==> config.mk <==
export PLATFORM = sky130hd
export DESIGN_NAME = ethernet_transmitter
export DESIGN_NICKNAME = d
export VERILOG_FILES = /design/src/rtl/eth_tx_pkg.sv /design/src/rtl/tx_timer.sv /design/src/rtl/ethernet_transmitter.sv
export SDC_FILE = /design/constraint.sdc
export NUM_CORES = 1
export LEC_CHECK = 0
export ABC_CLOCK_PERIOD_IN_PS = 8000
export CAP_MARGIN = 20
export CORE_MARGIN = 5
export CORE_UTILIZATION = 63
export DETAILED_ROUTE_END_ITERATION = 10
export PLACE_DENSITY = 0.9
export SYNTH_ARGS = -nofsm -noshare
export SYNTH_HDL_FRONTEND = slang
export SYNTH_SLANG_ARGS = --single-unit
==> constraint.sdc <==
create_clock -name clk -period 8 [get_ports clk]
set_clock_uncertainty 0.15 [all_clocks]
set_input_delay 1.6 -clock clk [delete_from_list [all_inputs] [get_ports clk]]
set_output_delay 1.6 -clock clk [all_outputs]
set_load 0.05 [all_outputs]
==> src/rtl/eth_tx_pkg.sv <==
// eth_tx_pkg: transmitter states and framing constants shared by the Ethernet TX files.
package eth_tx_pkg;
    typedef enum logic [2:0] {IDLE, PREAMBLE, SFD, DATA, EOT, IFG} tx_state_e;
    localparam logic [7:0] PREAMBLE_BYTE = 8'h55;
    localparam logic [7:0] SFD_BYTE      = 8'hD5;
    localparam int         PREAMBLE_LEN  = 7;
endpackage

==> src/rtl/tx_timer.sv <==
// tx_timer: Manchester half-bit counter with half flag, bit-start and bit-done strobes.
module tx_timer #(
    parameter int CLKS_PER_HALF_BIT = 5
) (
    input  logic clk,
    input  logic n_rst,
    input  logic run,
    output logic half,
    output logic bit_start,
    output logic bit_done
);
    localparam int CW = $clog2(CLKS_PER_HALF_BIT);

    logic [CW-1:0] cnt_q, cnt_d;
    logic          half_q, half_d, half_end;

    always_comb begin
        half_end  = cnt_q == CW'(CLKS_PER_HALF_BIT - 1);
        cnt_d     = !run || half_end ? '0 : cnt_q + CW'(1);
        half_d    = run && (half_end ? !half_q : half_q);
        half      = half_q;
        bit_start = run && cnt_q == '0 && !half_q;
        bit_done  = run && half_end && half_q;
    end

    always_ff @(posedge clk or negedge n_rst) begin
        if (!n_rst) begin
            cnt_q  <= '0;
            half_q <= 1'b0;
        end else begin
            cnt_q  <= cnt_d;
            half_q <= half_d;
        end
    end
endmodule

==> src/rtl/ethernet_transmitter.sv <==
// ethernet_transmitter: serialises preamble, SFD and FIFO data bytes as a Manchester
// line, followed by an end-of-transmission pulse and the inter-frame gap.
module ethernet_transmitter
    import eth_tx_pkg::*;
#(
    parameter int CLKS_PER_HALF_BIT = 5,
    parameter int MAX_BYTES         = 1518,
    parameter int IFG_BITS          = 96
) (
    input  logic       clk,
    input  logic       n_rst,
    input  logic       EMPTY,
    input  logic [7:0] T_Data,
    output logic       r_enable,
    output logic       Ethernet_Out,
    output logic       tx_busy,
    output logic       byte_sent
);
    localparam int PRE_BITS = PREAMBLE_LEN * 8;
    localparam int BCW      = $clog2((IFG_BITS > PRE_BITS ? IFG_BITS : PRE_BITS) + 1);

    tx_state_e      state_q, state_d;
    logic [BCW-1:0] bit_cnt_q, bit_cnt_d;
    logic [7:0]     shift_q, shift_d, hold_q, hold_d;
    logic [10:0]    byte_cnt_q, byte_cnt_d;
    logic           pend_q, pend_d, rd_q, rd_d;
    logic           half, bit_start, bit_done;
    logic           serial, fetch_slot, byte_end, pre_end;

    tx_timer #(.CLKS_PER_HALF_BIT(CLKS_PER_HALF_BIT)) u_timer (
        .clk      (clk),
        .n_rst    (n_rst),
        .run      (state_q != IDLE),
        .half     (half),
        .bit_start(bit_start),
        .bit_done (bit_done)
    );

    always_comb begin
        serial     = state_q inside {PREAMBLE, SFD, DATA};
        fetch_slot = state_q inside {SFD, DATA};
        byte_end   = bit_done && bit_cnt_q[2:0] == 3'd7;
        pre_end    = bit_done && bit_cnt_q == BCW'(PRE_BITS - 1);
    end

    always_comb begin
        state_d = state_q;
        case (state_q)
            IDLE:      state_d = EMPTY ? IDLE : PREAMBLE;
            PREAMBLE:  state_d = pre_end ? SFD : PREAMBLE;
            SFD, DATA: state_d = !byte_end ? state_q : pend_q ? DATA : EOT;
            EOT:       state_d = bit_done && bit_cnt_q == BCW'(1) ? IFG : EOT;
            IFG:       state_d = bit_done && bit_cnt_q == BCW'(IFG_BITS - 1) ? IDLE : IFG;
            default:   state_d = IDLE;
        endcase
    end

    // bit_cnt restarts on every state change; inside DATA only its low 3 bits matter
    always_comb begin
        bit_cnt_d  = state_d != state_q ? '0 : bit_cnt_q + BCW'(bit_done);
        shift_d    = state_q == IDLE ? PREAMBLE_BYTE
                   : !bit_done ? shift_q
                   : state_q == PREAMBLE && pre_end ? SFD_BYTE
                   : bit_cnt_q[2:0] != 3'd7 ? {1'b0, shift_q[7:1]}
                   : state_q == PREAMBLE ? PREAMBLE_BYTE : hold_q;
        rd_d       = r_enable;
        hold_d     = rd_q ? T_Data : hold_q;
        pend_d     = rd_q || (pend_q && !(fetch_slot && byte_end));
        byte_cnt_d = state_q == IDLE ? '0 : byte_cnt_q + 11'(fetch_slot && byte_end && pend_q);
    end

    always_comb begin
        tx_busy      = state_q != IDLE;
        r_enable     = fetch_slot && bit_start && bit_cnt_q[2:0] == 3'd7 && !EMPTY
                       && byte_cnt_q < 11'(MAX_BYTES);
        byte_sent    = state_q == DATA && byte_end;
        Ethernet_Out = state_q == EOT || (serial && (shift_q[0] ~^ half));
    end

    always_ff @(posedge clk or negedge n_rst) begin
        if (!n_rst) begin
            state_q    <= IDLE;
            bit_cnt_q  <= '0;
            shift_q    <= '0;
            hold_q     <= '0;
            byte_cnt_q <= '0;
            pend_q     <= 1'b0;
            rd_q       <= 1'b0;
        end else begin
            state_q    <= state_d;
            bit_cnt_q  <= bit_cnt_d;
            shift_q    <= shift_d;
            hold_q     <= hold_d;
            byte_cnt_q <= byte_cnt_d;
            pend_q     <= pend_d;
            rd_q       <= rd_d;
        end
    end
endmodule
==> run summary, run 1 <==
STA puts the critical path data required time at 6250 ps. After detailed routing, the average wire length per cell comes to 15.72 um. Number of buffers inserted to repair setup after CTS: 0. The wire length after detailed routing is 4465 um, and the time the worst path needs with I/O delays and setup is 5278 ps. Of the total synthesized cell area, the portion taken by XOR and XNOR cells is 5.084%. The async set-or-reset flop fraction in the synthesized netlist is 100.0%, and the post-detailed-placement half-perimeter wirelength is 3160 um. The hold path startpoint was byte_cnt_q[10]. The largest individual stage delay along the critical path comes from the cell sky130_fd_sc_hd__clkdlybuf4s50_1. Number of top-level design ports: 15. The final net count came out at 254. The tree is rooted in a sky130_fd_sc_hd__clkbuf_4. Fill cells in the final layout number 255. The run gives 0 as the remaining routing DRC violations. The signal on the critical path passes through clkdlybuf4s50_1 > nor4b_1 > nand3_1 > a21oi_1 > clkdlybuf4s50_1. In the synthesized netlist, the number of instances is 225. The run gives 1.086 nW as the leakage power summed over all cells.

Setup repair after global routing left no endpoint under its margin. The area growth from synthesis to layout is 8.324%, and the power per standard cell area is 135.4 nW/um^2. The tools report the antenna violation net count after detailed routing as 0. For the final routed database, the setup TNS stands at 0 ps. The fraction of layout cells with a size suffix above 1 is 9.664%.

The tools report the final number of setup-violating endpoints as 0. The routed layout has 1719 vias. The tools report the share of the core filled with cells as 71.58%. The number of hold buffers added after CTS was 0. In this run, the number of DRC markers left after iteration 0 of detailed routing was 97. The run gives 4 as the number of search-and-repair iterations in the first detailed-routing pass. The total count of max-transition violations in the final report came out at 0. The number of buffer and inverter stages on the critical path is 2, and the effective utilization at floorplan is 66.08%. The startpoint of the worst-slack reg-to-reg timing path was state_q[0]. The run gives 44 as the maximum number of pins on one net before global-route repair.

The most repeated library cell on the critical path was sky130_fd_sc_hd__clkdlybuf4s50_1. After clock tree synthesis, the clock-pin slew on the worst setup and hold paths is 130 ps. The H-tree was split into 2 levels. The worst setup path is launched from an input port. The distinct cell type count after synthesis came out at 41. The first global-routing pass estimated 7500 um of wire. The critical path's largest stage delay works out to 830 ps.

The tools report the data arrival time of the critical path as 3530 ps. The run gives 0 as the antenna diode instance count. For the maximum resistive drop on vdd, the log shows 0.0001200 V.

The transition at the pin with the smallest max-transition slack is 930.7 ps, and the headroom to the max-slew limit is 37.95%. Share of cell area taken by muxes after synthesis: 4.916%. By area, the combinational part of the netlist is dominated by simple AND/OR/NAND/NOR gates. TritonCTS built the clock tree. The synthesized area per cell came out at 9.954 sq um.

Of all nets on the critical path, the largest fanout is 2. Proportion of synthesized chip area in sequential cells: 48.04%. The initialized floorplan defines 21 standard-cell rows. The buffer depth of the longest clock path is 2. The terminus of the critical flop-to-flop path was bit_cnt_q[6].

For the placeable core area, the log shows 3390 sq um. The number of global-route vias before repair is 1736. TritonCTS sink count: 43. The most critical setup path has its startpoint at EMPTY. For the number of clock buffers inserted by TritonCTS, the log shows 5. Counting cells, the worst reg-to-reg path comes to 11. From bottom edge to top edge, the die measures 69.63 um. In the global route stage, overall resource usage came out at 19.06%. Routability-driven placement finished with a final weighted congestion of 0.9491. The tools report the endpoint of the worst hold-timing path as rd_q. The tools report the number of hold-slack violations in the final timing report as 0.

Period utilization: 65.98%. The synthesis-stage register bit count came out at 43. Category of cells accounting for the largest share of critical-path delay: buffers and inverters. For flop-to-flop paths, the worst setup slack is 4820 ps.

Buffers placed on the I/O ports in this run total 14. At the later pin of the worst-skew pair, clock insertion delay measures 350 ps. Yosys printed 0 warnings. Post-CTS repair changed the size of 0 cells. The run finished with clean final reports. The number of nets handed over by synthesis was 242. Static timing analysis puts the maximum clock frequency at 189.5 MHz. Critical path capture point type: an output port. Max-cap violations in this run came to 0. The floorplan step set the die width to 69.63 um. At the placement stage, the worst setup path has a slack of 2679 ps. The die covers 4848 sq um.

Slack of the critical path: 2722 ps. The number of synthesized flops with an enable pin is 0. After Yosys synthesis, and, or, nand and nor cells account for 21.84% of the synthesized area. The number of antenna violations at the first check in global routing was 0; the hold-critical path depth was 1.

The worst hold path class is flip-flop to flip-flop. The mapped netlist covers 2240 sq um. Total power for the finished layout comes to 0.3286 mW. After Yosys synthesis, full adders, half adders and majority gates account for 3.352% of the synthesized area. Dividing the detail-routed via count by the number of cells gives 6.053.

The synthesized-area fraction occupied by ao, oa, aoi and oai cells is 12.74%, and the global-route congestion overflow total is 0. The worst setup path is of the input port to output port kind. The main flop type after synthesis is sky130_fd_sc_hd__dfrtp_1.
-- sequential cells by signal, summed over array words and instances, names as in the netlist --
name           flops
hold_q             8
shift_q            8
rd_q               1
u_timer.half       1
u_timer.cnt_q      3
byte_cnt_q        11
pend_q             1
state_q            3
bit_cnt_q          7
-- cells in the mapped netlist, drive strengths merged, types with 2 or more instances --
cell type | n | area share (%)
nor4 | 3 | 0.84
and3 | 7 | 2.0
o21ai | 9 | 2.0
o22ai | 10 | 2.8
inv | 8 | 1.3
nor2 | 25 | 4.2
xnor2 | 3 | 1.2
mux2 | 8 | 4.0
nand3 | 16 | 3.6
dfrtp | 43 | 48
or3 | 3 | 0.84
o41ai | 3 | 1.5
a21oi | 9 | 2.0
clkbuf | 2 | 0.34
nand2 | 22 | 3.7
ha | 6 | 3.4
nor4b | 3 | 1.2
a22oi | 3 | 1.0
xor2 | 10 | 3.9
a31oi | 2 | 1.2
mux2i | 2 | 0.89
nand4 | 4 | 1.1
nor3 | 2 | 0.95
nand3b | 2 | 0.67
buf | 7 | 2.3
a21o | 2 | 0.67
and2 | 3 | 0.84
-- per-layer routing --
metal  vias to the layer above  routed length [um]  global-route usage (%)
met5                         -                   0                       0
li1                        831                   -                       -
met3                         9                 147                   3.623
met1                       843                2040                   23.93
met4                         0                  70                   7.872
met2                        36                2206                   32.20
-- worst max path at each step --
stage / depth (start not counted) / to / slack, ps
final: 5 / r_enable / 2720
after floorplan: 3 / r_enable / 3520
after detailed placement: 5 / r_enable / 2680
after CTS: 5 / r_enable / 2690
after global routing: 5 / r_enable / 2650
after global placement: 5 / r_enable / 2710
-- where the power goes --
group / total [mW] / leakage, nW / internal (mW) / switching (mW)
Combinational: 0.00856 / 0.488 / 0.00399 / 0.00457
Clock: 0.103 / 0.0282 / 0.0340 / 0.0687
Sequential: 0.217 / 0.570 / 0.217 / 0
Total: 0.329 / 1.09 / 0.255 / 0.0733
-- cell usage in the layout, fill, tap and decap left out, drive strengths merged, types with 3 or more instances in the layout --
| cell | netlist | final |
|---|---|---|
| inv | 8 | 8 |
| clkbuf | 2 | 6 |
| nor4b | 3 | 3 |
| nand4 | 4 | 4 |
| a22oi | 3 | 3 |
| and3 | 7 | 7 |
| a21oi | 9 | 9 |
| dfrtp | 43 | 43 |
| o41ai | 3 | 3 |
| o21ai | 9 | 9 |
| clkdlybuf4s50 | 0 | 13 |
| and2 | 3 | 3 |
| xnor2 | 3 | 3 |
| xor2 | 10 | 10 |
| nand2 | 22 | 22 |
| nand3 | 16 | 16 |
| o22ai | 10 | 10 |
| mux2 | 8 | 8 |
| nor4 | 3 | 3 |
| or3 | 3 | 3 |
| ha | 6 | 6 |
| nor2 | 25 | 25 |
-- stage by stage --
| step | cells | cell area [sq um] | hold WS (ps) |
|---|---|---|---|
| 6_report | 284 | 2426 | 342.6 |
| 5_1_grt | 284 | 2426 | 361.1 |
| 4_1_cts | 284 | 2426 | 343.3 |
| 3_5_place_dp | 276 | 2372 | 327.3 |
| 3_3_place_gp | 276 | 2372 | 314.9 |
| 2_1_floorplan | 225 | 2240 | 300.2 |
-- cells by family (layout without fill, tap and decap cells) --
| group | count (synthesis) | after routing |
|---|---|---|
| AOI/OAI and AO/OA | 41 | 41 |
| muxes | 10 | 10 |
| adders and majority gates | 6 | 6 |
| buffers and inverters | 17 | 30 |
| and+or+nand+nor | 95 | 95 |
| DFF | 43 | 43 |
| xor gates and xnor gates | 13 | 13 |
-- area by class of cell --
type                       count  area (sq um)  share of cell area, %
multi-input combinational    165          1074                  44.25
tap                           46         57.56                  2.372
inverter                       8         30.03                  1.238
timing repair buffer          14         135.1                  5.570
clock inverter                 2         12.51                 0.5157
sequential                    43          1076                  44.35
clock buffer                   6         41.29                  1.702
Power figures use the tool's default switching activity.
==> run 2: changes to the inputs <==
ABC_CLOCK_PERIOD_IN_PS = 5100   (was 8000)
CORE_UTILIZATION = 58   (was 63)
PLACE_DENSITY = 0.85   (was 0.9)
clock period = 5.1 ns   (was 8 ns; I/O delays follow)
==> run 2 against run 1 <==
Effect of this change:
- register-to-register slack worse by 2900 ps
- critical endpoint unchanged
- largest power group unchanged
- die area grew 7.4%
- clock power is 100% higher
- cell area up 1.4%
- non-clock buffer count unchanged
- utilization is 4.9 points lower
- first-iteration DRC count up 1.0%
- largest cell class unchanged
==> run summary, run 2 (same netlist as run 1, synthesis figures left out) <==
Most repeated library cell on the critical path: sky130_fd_sc_hd__clkdlybuf4s50_1. Power spread over the standard cell area amounts to 229.8 nW/um^2. The number of global-route vias before repair was 1615. Critical path capture point type: an output port. The number of port buffers was 14. The number of max-capacitance violations reported was 0; the placement-stage worst setup slack was 922.5 ps. The kind of critical path is input port to output port.

After global routing the overflow that remains totals 0. Leaving out fill and tap cells, the most frequent cells in the layout are sky130_fd_sc_hd__dfrtp_1, sky130_fd_sc_hd__nor2_1, sky130_fd_sc_hd__nand2_1. The largest register by flop count is byte_cnt_q. The path class of the tightest hold or removal check is flip-flop to flip-flop. Entering global routing, the biggest net connects 44 pins. The category of the worst setup path launch point was an input port.

Category of cells accounting for the largest share of critical-path delay: buffers and inverters. Setup slack on the critical path of the routed design comes to 955.1 ps. The run gives 2 as the buffer depth of the longest clock path. The run gives 0 as the remaining routing DRC violations. Dividing the detail-routed wire length by the instance count gives 14.79 um. The run gives 0 as the antenna violation net count after detailed routing. In the final design database the tool counted 254 nets. Headroom to the max-slew limit came out at 37.38%. Detailed-route vias per instance: 5.843. The transition at the pin with the smallest max-transition slack came out at 939.3 ps. The number of hold buffers added after CTS was 0.

The filler cells instantiated in the layout total 325. Setup violations remaining at the end of the flow were counted as 0. The number of H-tree levels came out at 2. Relative to the synthesized area, the layout overhead comes to 9.832%. VDD sags by at most 0.0001362 V. The number of setup buffers added after CTS is 0. The run gives 22 as the number of core rows. The die covers 5204 sq um.

The first global-routing pass estimated 7458 um of wire. The post-detailed-placement half-perimeter wirelength is 2958 um, and the wire length after detailed routing is 4229 um. Pin placement for this block handled 15 I/O pins. The root cell of the clock tree was sky130_fd_sc_hd__clkbuf_8. The library cell used most frequently in the layout, excluding fill and tap cells, is sky130_fd_sc_hd__dfrtp_1. For the highest achievable clock rate, the log shows 241.3 MHz. Walking the worst path, the cells encountered are clkdlybuf4s50_1 > nor4b_1 > nand3_1 > a21oi_1 > clkdlybuf4s50_1.

The final critical path takes up 81.27% of the cycle. Global router's overall resource usage: 18.28%. The clock reaches the later pin of the worst-skew pair after 290 ps.

The logs give 0 for the number of hold-slack violations in the final timing report and 286 for the final non-filler cell total. The via total after detailed routing was 1671. The largest registers in the layout are byte_cnt_q (11), hold_q (8), shift_q (8). The tools report the number of resized instances in the post-cts repair step as 0. TritonCTS built the clock tree. The flow ran to the end, and the final reports show no timing, DRC or antenna violations.

The number of search-and-repair iterations in the first detailed-routing pass was 4; the effective utilization at floorplan was 60.72%. At the worst endpoint, the required time is 3930 ps. Data arrives at the worst endpoint at 2970 ps. The first routing iteration left 98 violations. In this run the static leakage power is 1.099 nW. The run gives 43 as the TritonCTS sink count.

The number of clock buffers inserted by TritonCTS is 5, and the placeable core area is 3689 sq um. For this design, the slowest cell found on the critical path is sky130_fd_sc_hd__clkdlybuf4s50_1. The number of buffers and inverters on the critical path is 2. In this run, placement finished with an instance count of 278. The time the worst path needs with I/O delays and setup works out to 4145 ps. 0 antenna diodes ended up in the layout. The critical path's largest stage delay was 830 ps; the flip-flop count of the largest register, all copies and words added was 11. The number of antenna violations at the first check in global routing is 0, and the total count of max-transition violations in the final report is 0.

Of the cells placed in the final design, the portion with a size suffix greater than 1 is 9.664%. The summed negative setup slack over all endpoints is 0 ps. The vertical die dimension is 72.14 um. In this run the horizontal extent of the chip is 72.14 um. Setup repair after global routing left no endpoint under its margin. The clock transition at the register clock pins on the worst setup and hold paths after CTS came out at 80 ps. The placer's final routability congestion estimate came out at 0.9102.

Largest driver fanout on the critical path: 2.
run 2: metrics by stage:
stage	area [sq um]	utilization (%)	total power, mW	hold slack (ps)
floorplan	2240	-	0.3476	300.2
global placement	2375	64.38	0.3612	319.0
detailed placement	2375	64.38	0.3614	321.1
CTS	2460	66.69	0.5719	339.3
global route	2460	66.69	0.5891	377.9
finish	2460	66.69	0.5653	334.8
run 2: worst paths after layout:
path,slack [ps],end,startpoint,cells past startpoint
max reg2reg,1960,bit_cnt_q[6],state_q[0],11
max in group asynchronous,3510,state_q[1],n_rst,1
min in group asynchronous,720,u_timer.cnt_q[1],n_rst,1
min reg2reg,330,shift_q[1],shift_q[1],2
max,960,r_enable,EMPTY,5
min,330,shift_q[1],shift_q[1],2
run 2: final cells by class:
class | instances | area (sq um) | area share (%)
Clock buffer | 6 | 72.57 | 2.950
Clock inverter | 2 | 12.51 | 0.5086
Inverter | 8 | 30.03 | 1.221
Multi-Input combinational cell | 165 | 1074 | 43.64
Sequential cell | 43 | 1076 | 43.74
Tap cell | 48 | 60.06 | 2.442
Timing Repair Buffer | 14 | 135.1 | 5.493
run 2: worst register-to-register path, stage by stage, from the launching register on:
cell and delay (ps):
sky130_fd_sc_hd__dfrtp_1 550, sky130_fd_sc_hd__nor3_4 590, sky130_fd_sc_hd__inv_2 230, sky130_fd_sc_hd__nand2_1 210
sky130_fd_sc_hd__inv_1 150, sky130_fd_sc_hd__ha_1 230, sky130_fd_sc_hd__ha_1 220, sky130_fd_sc_hd__nand3_1 90
sky130_fd_sc_hd__nor2_1 50, sky130_fd_sc_hd__xnor2_1 130, sky130_fd_sc_hd__or3b_1 350, sky130_fd_sc_hd__o22ai_1 120
run 2: metal layers:
metal	up-vias	global-route usage, %	part of all wire (%)	routed length [um]
li1	829	-	-	-
met1	812	24.84	47	1984
met2	22	28.11	48	2034
met4	0	6.889	1.7	74
met3	8	4.709	3.2	135
met5	-	0	0	0
run 2: power breakdown:
group / internal, mW / total, mW / leakage, nW / switching [mW]
sequential: 0.341 / 0.341 / 0.570 / 0
combinational: 0.00624 / 0.0134 / 0.488 / 0.00712
clock: 0.0957 / 0.211 / 0.0412 / 0.116
total: 0.443 / 0.565 / 1.10 / 0.123
==> RTL edit 1, RTL diff (settings of run 1) <==
Change the parameter `IFG_BITS` from 96 to 48.
--- a/src/rtl/ethernet_transmitter.sv
+++ b/src/rtl/ethernet_transmitter.sv
@@ -5,7 +5,7 @@
 #(
     parameter int CLKS_PER_HALF_BIT = 5,
     parameter int MAX_BYTES         = 1518,
-    parameter int IFG_BITS          = 96
+    parameter int IFG_BITS          = 48
 ) (
     input  logic       clk,
     input  logic       n_rst,
Formal check against the unedited RTL: same outputs for any inputs over 10 cycles, from zero or initial values and one cycle with n_rst low; that may be too few to reach the edited logic, so the function may still have changed.
==> RTL edit 1 against run 1 <==
Area after synthesis down 7.9%. Fmax up 4.0%. Design area down 6.0%. Largest cell class unchanged. Largest power group unchanged. Power up 0.71%. Sequential cell count down 1. Global-route usage up 3.4 points. Die area down 6.8%. Sequential power down 2%. Register-to-register slack better by 0.04 ns. Via count down 6.2%. Count of clock-buffer cells in the layout up 1. Setup slack better by 0.20 ns. Wire length down 2.4%. Critical path type unchanged. Critical endpoint unchanged.
==> RTL edit 1: results (changes against run 1) <==
Outcome
  – Status: finished, final reports clean

Yosys
  – Synth top area share: 50.9% (+2.9 points)
  – Net count after synthesis: 217 (-10%)
  – Synth warnings: 0 (unchanged)
  – Cells taking the most area after synthesis: dfrtp_1 51%, mux2_2 4.9%, ha_1 3.6%
  – Unique cell type count in the Yosys netlist: 37 (-9.8%)
  – Top cells by count, synth: 42 x dfrtp_1, 18 x nor2_1, 14 x nand2_1, 13 x nand3_1, 12 x nor3_1
  – Seq/Total Area, Yosys: 50.9% (+2.9 points)
  – FFs w/ async S/R, synth: 100% (unchanged)

Clocking
  – Clock latency on the worst-skew pair: 0.35 ns (about the same)
  – Post-CTS setup buffer count: 0 (unchanged)
  – CTS HTree Levels: 2 (unchanged)
  – CTS-repair resized insts: 0 (unchanged)
  – Root Driver: clkbuf_4
  – Clk slew on worst S/H paths: 0.12 ns
  – CTS Buffer Depth: 2 (unchanged)
  – CTS Buf Count: 5 (unchanged)

Critical path
  – Max incr delay on CP: 0.80 ns (-0.03 ns)
  – Crit path max fanout: 2 (unchanged)
  – Critical path data arrival time: 3.33 ns (-0.20 ns)
  – Slowest cell on crit path: clkdlybuf4s50_1

Power and ir drop
  – Leakage power: 1.10 nW (+1.4%)
  – Maximum VDD drop: 0.0984 mV (-18%)

GRT
  – Antenna violations before repair: 0 (unchanged)
  – Vias in the first global route: 1611 (-7.2%)
  – Total GRT Usage: 22.5% (+3.4 points)
  – Largest net degree at the start of global routing: 43 (-2.3%)
  – First-pass GRT wire length: 7.50 mm (unchanged)

Timing
  – Tightest Pin Transition: 0.909 ns (-0.0222 ns)
  – Number of max-slew violations in the final report: 0 (unchanged)

Place
  – Routability Congestion: 0.881 (-7.2%)
  – Post-DP HPWL: 3.04 mm (-3.7%)
  – IO buf count: 14 (unchanged)

Routing
  – Iter 0 DRT Violations: 127 (+31%)
  – Vias/cell: 6.25 (+3.3%)
  – TritonRoute pass-1 iters: 4 (unchanged)
  – Drt wl/cell: 16.9 um (+7.4%)

Worst hold path
  – Worst Hold Class: flop to flop

Final layout
  – Layout cells sized above 1: 9.81% (+0.15 points)
  – Top Registers: byte_cnt_q (11), hold_q (8), shift_q (8)
  – Antenna cells: 0 (unchanged)
  – Final nets: 230 (-9.4%)

Flow run
  – Max_cap viols: 0 (unchanged)
-- RTL edit 1: cell types whose count changed in the layout (fill, tap and decap cells not counted), sizes merged, moves of 4 or more --
cell | run 1 | this run
nand2 | 22 | 14
nor2 | 25 | 19
o21ai | 9 | 5
a21oi | 9 | 5
o22ai | 10 | 0
o221ai | 0 | 4
nor2b | 1 | 6
nor3 | 2 | 13
-- RTL edit 1: kinds of logic after synthesis --
| family | count (synthesis) | synth area share [%] |
|---|---|---|
| AO/OA/AOI/OAI | 26 | 8.79 |
| XOR/XNOR | 13 | 5.52 |
| adder cells (fa/ha/maj) | 6 | 3.64 |
| buffers and inverters | 14 | 2.91 |
| flip-flops | 42 | 50.9 |
| multiplexers | 9 | 4.91 |
| AND/OR/NAND/NOR | 90 | 23.3 |
-- RTL edit 1: worst paths after layout --
| check | startpoint | to | slack (ns) | depth (start not counted) |
|---|---|---|---|---|
| min | hold_q[6] | hold_q[6] | 0.37 | 1 |
| max | EMPTY | r_enable | 2.92 | 5 |
| min reg2reg | hold_q[6] | hold_q[6] | 0.37 | 1 |
| max in group asynchronous | n_rst | bit_cnt_q[1] | 5.93 | 1 |
| max reg2reg | u_timer.cnt_q[0] | byte_cnt_q[10] | 4.86 | 11 |
| min in group asynchronous | n_rst | u_timer.cnt_q[2] | 1.21 | 1 |
-- RTL edit 1: critical path, delay by kind of cell --
family / cells / cell delay [ns]
buf+inv: 2 / 1.19
simple gates: 3 / 0.53
-- RTL edit 1: area by class of cell --
| type | count | area [sq um] |
|---|---|---|
| clock buffers | 7 | 55.1 |
| clock inverters | 1 | 5.00 |
| fillers | 238 | 823 |
| inverters | 5 | 18.8 |
| multi-input cells | 144 | 952 |
| flip-flops and latches | 42 | 1050 |
| well taps | 44 | 55.1 |
| repair buffers | 15 | 143 |
-- RTL edit 1: where the power goes --
part	switching, mW	total (mW)	internal, mW
Clock	0.0676	0.110	0.0427
Combinational	0.00444	0.00845	0.00401
Sequential	0	0.212	0.212
-- RTL edit 1: metrics by stage --
| step | area (sq um) | setup WS (ns) | instances | hold WS, ns | power (mW) |
|---|---|---|---|---|---|
| floorplan | 2060 | 3.87 | 200 | 0.314 | 0.217 |
| global placement | 2220 | 2.94 | 250 | 0.326 | 0.225 |
| detailed placement | 2220 | 2.91 | 250 | 0.334 | 0.225 |
| CTS | 2280 | 2.91 | 258 | 0.369 | 0.333 |
| global route | 2280 | 2.80 | 258 | 0.389 | 0.347 |
| finish | 2280 | 2.92 | 258 | 0.371 | 0.331 |
-- RTL edit 1: per-layer routing --
metal / share of wire, % / vias up / GRT usage [%]
li1: - / 747 / -
met1: 40 / 777 / 26.3
met2: 51 / 76 / 39.3
met3: 7.2 / 13 / 6.82
met4: 2.3 / 0 / 7.09
met5: 0 / - / 0
==> RTL edit 2, RTL diff (config.mk and constraints of run 1) <==
Made on the original files. Reset style: synchronous (`n_rst`), changed in 2 clocked blocks.
--- a/src/rtl/tx_timer.sv
+++ b/src/rtl/tx_timer.sv
@@ -23,7 +23,7 @@
         bit_done  = run && half_end && half_q;
     end
 
-    always_ff @(posedge clk or negedge n_rst) begin
+    always_ff @(posedge clk) begin
         if (!n_rst) begin
             cnt_q  <= '0;
             half_q <= 1'b0;
--- a/src/rtl/ethernet_transmitter.sv
+++ b/src/rtl/ethernet_transmitter.sv
@@ -77,7 +77,7 @@
         Ethernet_Out = state_q == EOT || (serial && (shift_q[0] ~^ half));
     end
 
-    always_ff @(posedge clk or negedge n_rst) begin
+    always_ff @(posedge clk) begin
         if (!n_rst) begin
             state_q    <= IDLE;
             bit_cnt_q  <= '0;
Formal check against the unedited RTL: differs if n_rst is asserted again (counterexample within 4 cycles, from zero or initial values and one cycle with n_rst low); with n_rst held inactive, the same outputs for 10 cycles.
==> RTL edit 2 against run 1 <==
Final cell count shrank 0.70%. Global-route usage increased by 1.8 points. Worst hold slack gained 0.0038 ns. Design area fell by 7.3%. Setup slack got worse by 0.068 ns. Sequential cell count stayed put. Synthesized cell count is 0.89% higher. Area after synthesis is 8.7% lower. Wire length decreased by 9.2%.
Power is not compared: it rests on default switching activity, and its combinational part moved more than twofold at a synthesized area within 25%.
==> RTL edit 2: results (changes against run 1) <==
Clocking
  – CTS HTree Levels: 2 (unchanged)
  – Post-CTS setup buffer count: 0 (unchanged)
  – Clk slew on worst S/H paths: 0.13 ns (about the same)
  – Clock latency on the worst-skew pair: about 0.36 ns
  – CTS Buf Count: 5 (unchanged)

Timing
  – Hold Worst Slack: 0.346 ns (+0.00379 ns)
  – Final WS setup: 2.65 ns (-0.0682 ns)
  – Slew margin rel.: 61.6% (+24 points)

Yosys
  – Synth warnings: 0 (unchanged)
  – Seq/Total Area, Yosys: 42.1% (-6.0 points)
  – Unique cell type count in the Yosys netlist: 43 (+4.9%)
  – Cells taking the most area after synthesis: dfxtp_1 42%, nor2_1 7.3%, mux2i_1 4.4%
  – Ys flop type: dfxtp_1
  – Net count after synthesis: 244 (+0.83%)
  – Avg Cell Area, Syn: 9.01 sq um (-9.5%)
  – Top cells by count, synth: 43 x dfxtp_1, 40 x nor2_1, 17 x nand2_1, 13 x nand3_1
  – FFs w/ async S/R, synth: 0% (-100 points)

Critical path
  – Critical path data arrival time: 3.60 ns (+0.07 ns)
  – FF-to-FF setup slack: 5.00 ns (+0.18 ns)
  – Crit path max fanout: 2 (unchanged)

Final layout
  – Top Registers: byte_cnt_q (11), hold_q (8), shift_q (8)
  – Final non-filler cell total: 282 (-0.70%)
  – Layout cells sized above 1: 8.82% (-0.84 points)

GRT
  – Vias in the first global route: 1601 (-7.8%)
  – First-pass GRT wire length: 6.99 mm (-6.8%)
  – Total GRT Usage: 20.9% (+1.8 points)
  – Largest net degree at the start of global routing: 17 (-61%)

Routing
  – Iter 0 DRT Violations: 121 (+25%)
  – Final WL: 4.06 mm (-9.2%)
  – Vias/cell: 5.83 (-3.7%)
  – TritonRoute pass-1 iters: 5 (+1)

Place
  – Routability Congestion: 0.821 (-13%)
  – Placed cell area: 2170 sq um (-8.6%)
  – Worst Setup Slack post-DPL: 2.67 ns (-0.00804 ns)
  – Post-DP HPWL: 2.84 mm (-10%)
  – Inst Count DP: 274 (-0.72%)

Power and ir drop
  – Maximum VDD drop: 0.126 mV

Outcome
  – Status: finished, final reports clean
RTL edit 2: changes by cell type after synthesis, sizes merged, moves of 6 or more:
cell,run 1,this run
mux2,8,0
dfrtp,43,0
o21ai,9,2
o22ai,10,2
mux2i,2,9
a211oi,0,6
dfxtp,0,43
nor2,25,40
RTL edit 2: path summary, 6_finish.rpt:
path	end	cells after the start	from
setup / recovery	r_enable	5	EMPTY
hold / removal	shift_q[6]	2	shift_q[6]
setup reg to reg	byte_cnt_q[10]	10	u_timer.cnt_q[0]
hold reg to reg	shift_q[6]	2	shift_q[6]
RTL edit 2: logic make-up after synthesis:
group | count (synthesis) | share of synthesized area (%)
compound gates | 35 | 14.0
buf+inv | 16 | 4.46
fa+ha+maj | 6 | 3.67
simple gates | 102 | 24.5
flops | 43 | 42.1
mux | 9 | 4.40
xor+xnor | 16 | 6.85
RTL edit 2: metal layers:
metal  track usage [%]  vias up  share of wire [%]
met3              5.23       11                5.2
met5                 0        -                  0
met4              12.4        0                2.4
li1                  -      814                  -
met2              34.2       59                 49
met1              24.4      760                 44
RTL edit 2: where the power goes:
group          internal, mW  switching, mW  leakage (nW)
combinational        0.0124         0.0166         0.425
sequential            0.217        0.00222         0.348
clock                0.0658         0.0721        0.0452
total                 0.295         0.0908         0.818
RTL edit 2: critical path: stages:
cell,delay [ns]
clkdlybuf4s50_1,0.43
nor2_1,0.16
nand4_1,0.13
a2111oi_2,0.41
clkdlybuf4s50_1,0.87
RTL edit 2: cell type report:
cell class | count | area, sq um
multi-input combinational | 168 | 1090
timing repair buffer | 14 | 140
inverter | 5 | 18.8
clock inverter | 3 | 43.8
fill | 246 | 828
sequential | 43 | 861
clock buffer | 5 | 37.5
tap | 44 | 55.1
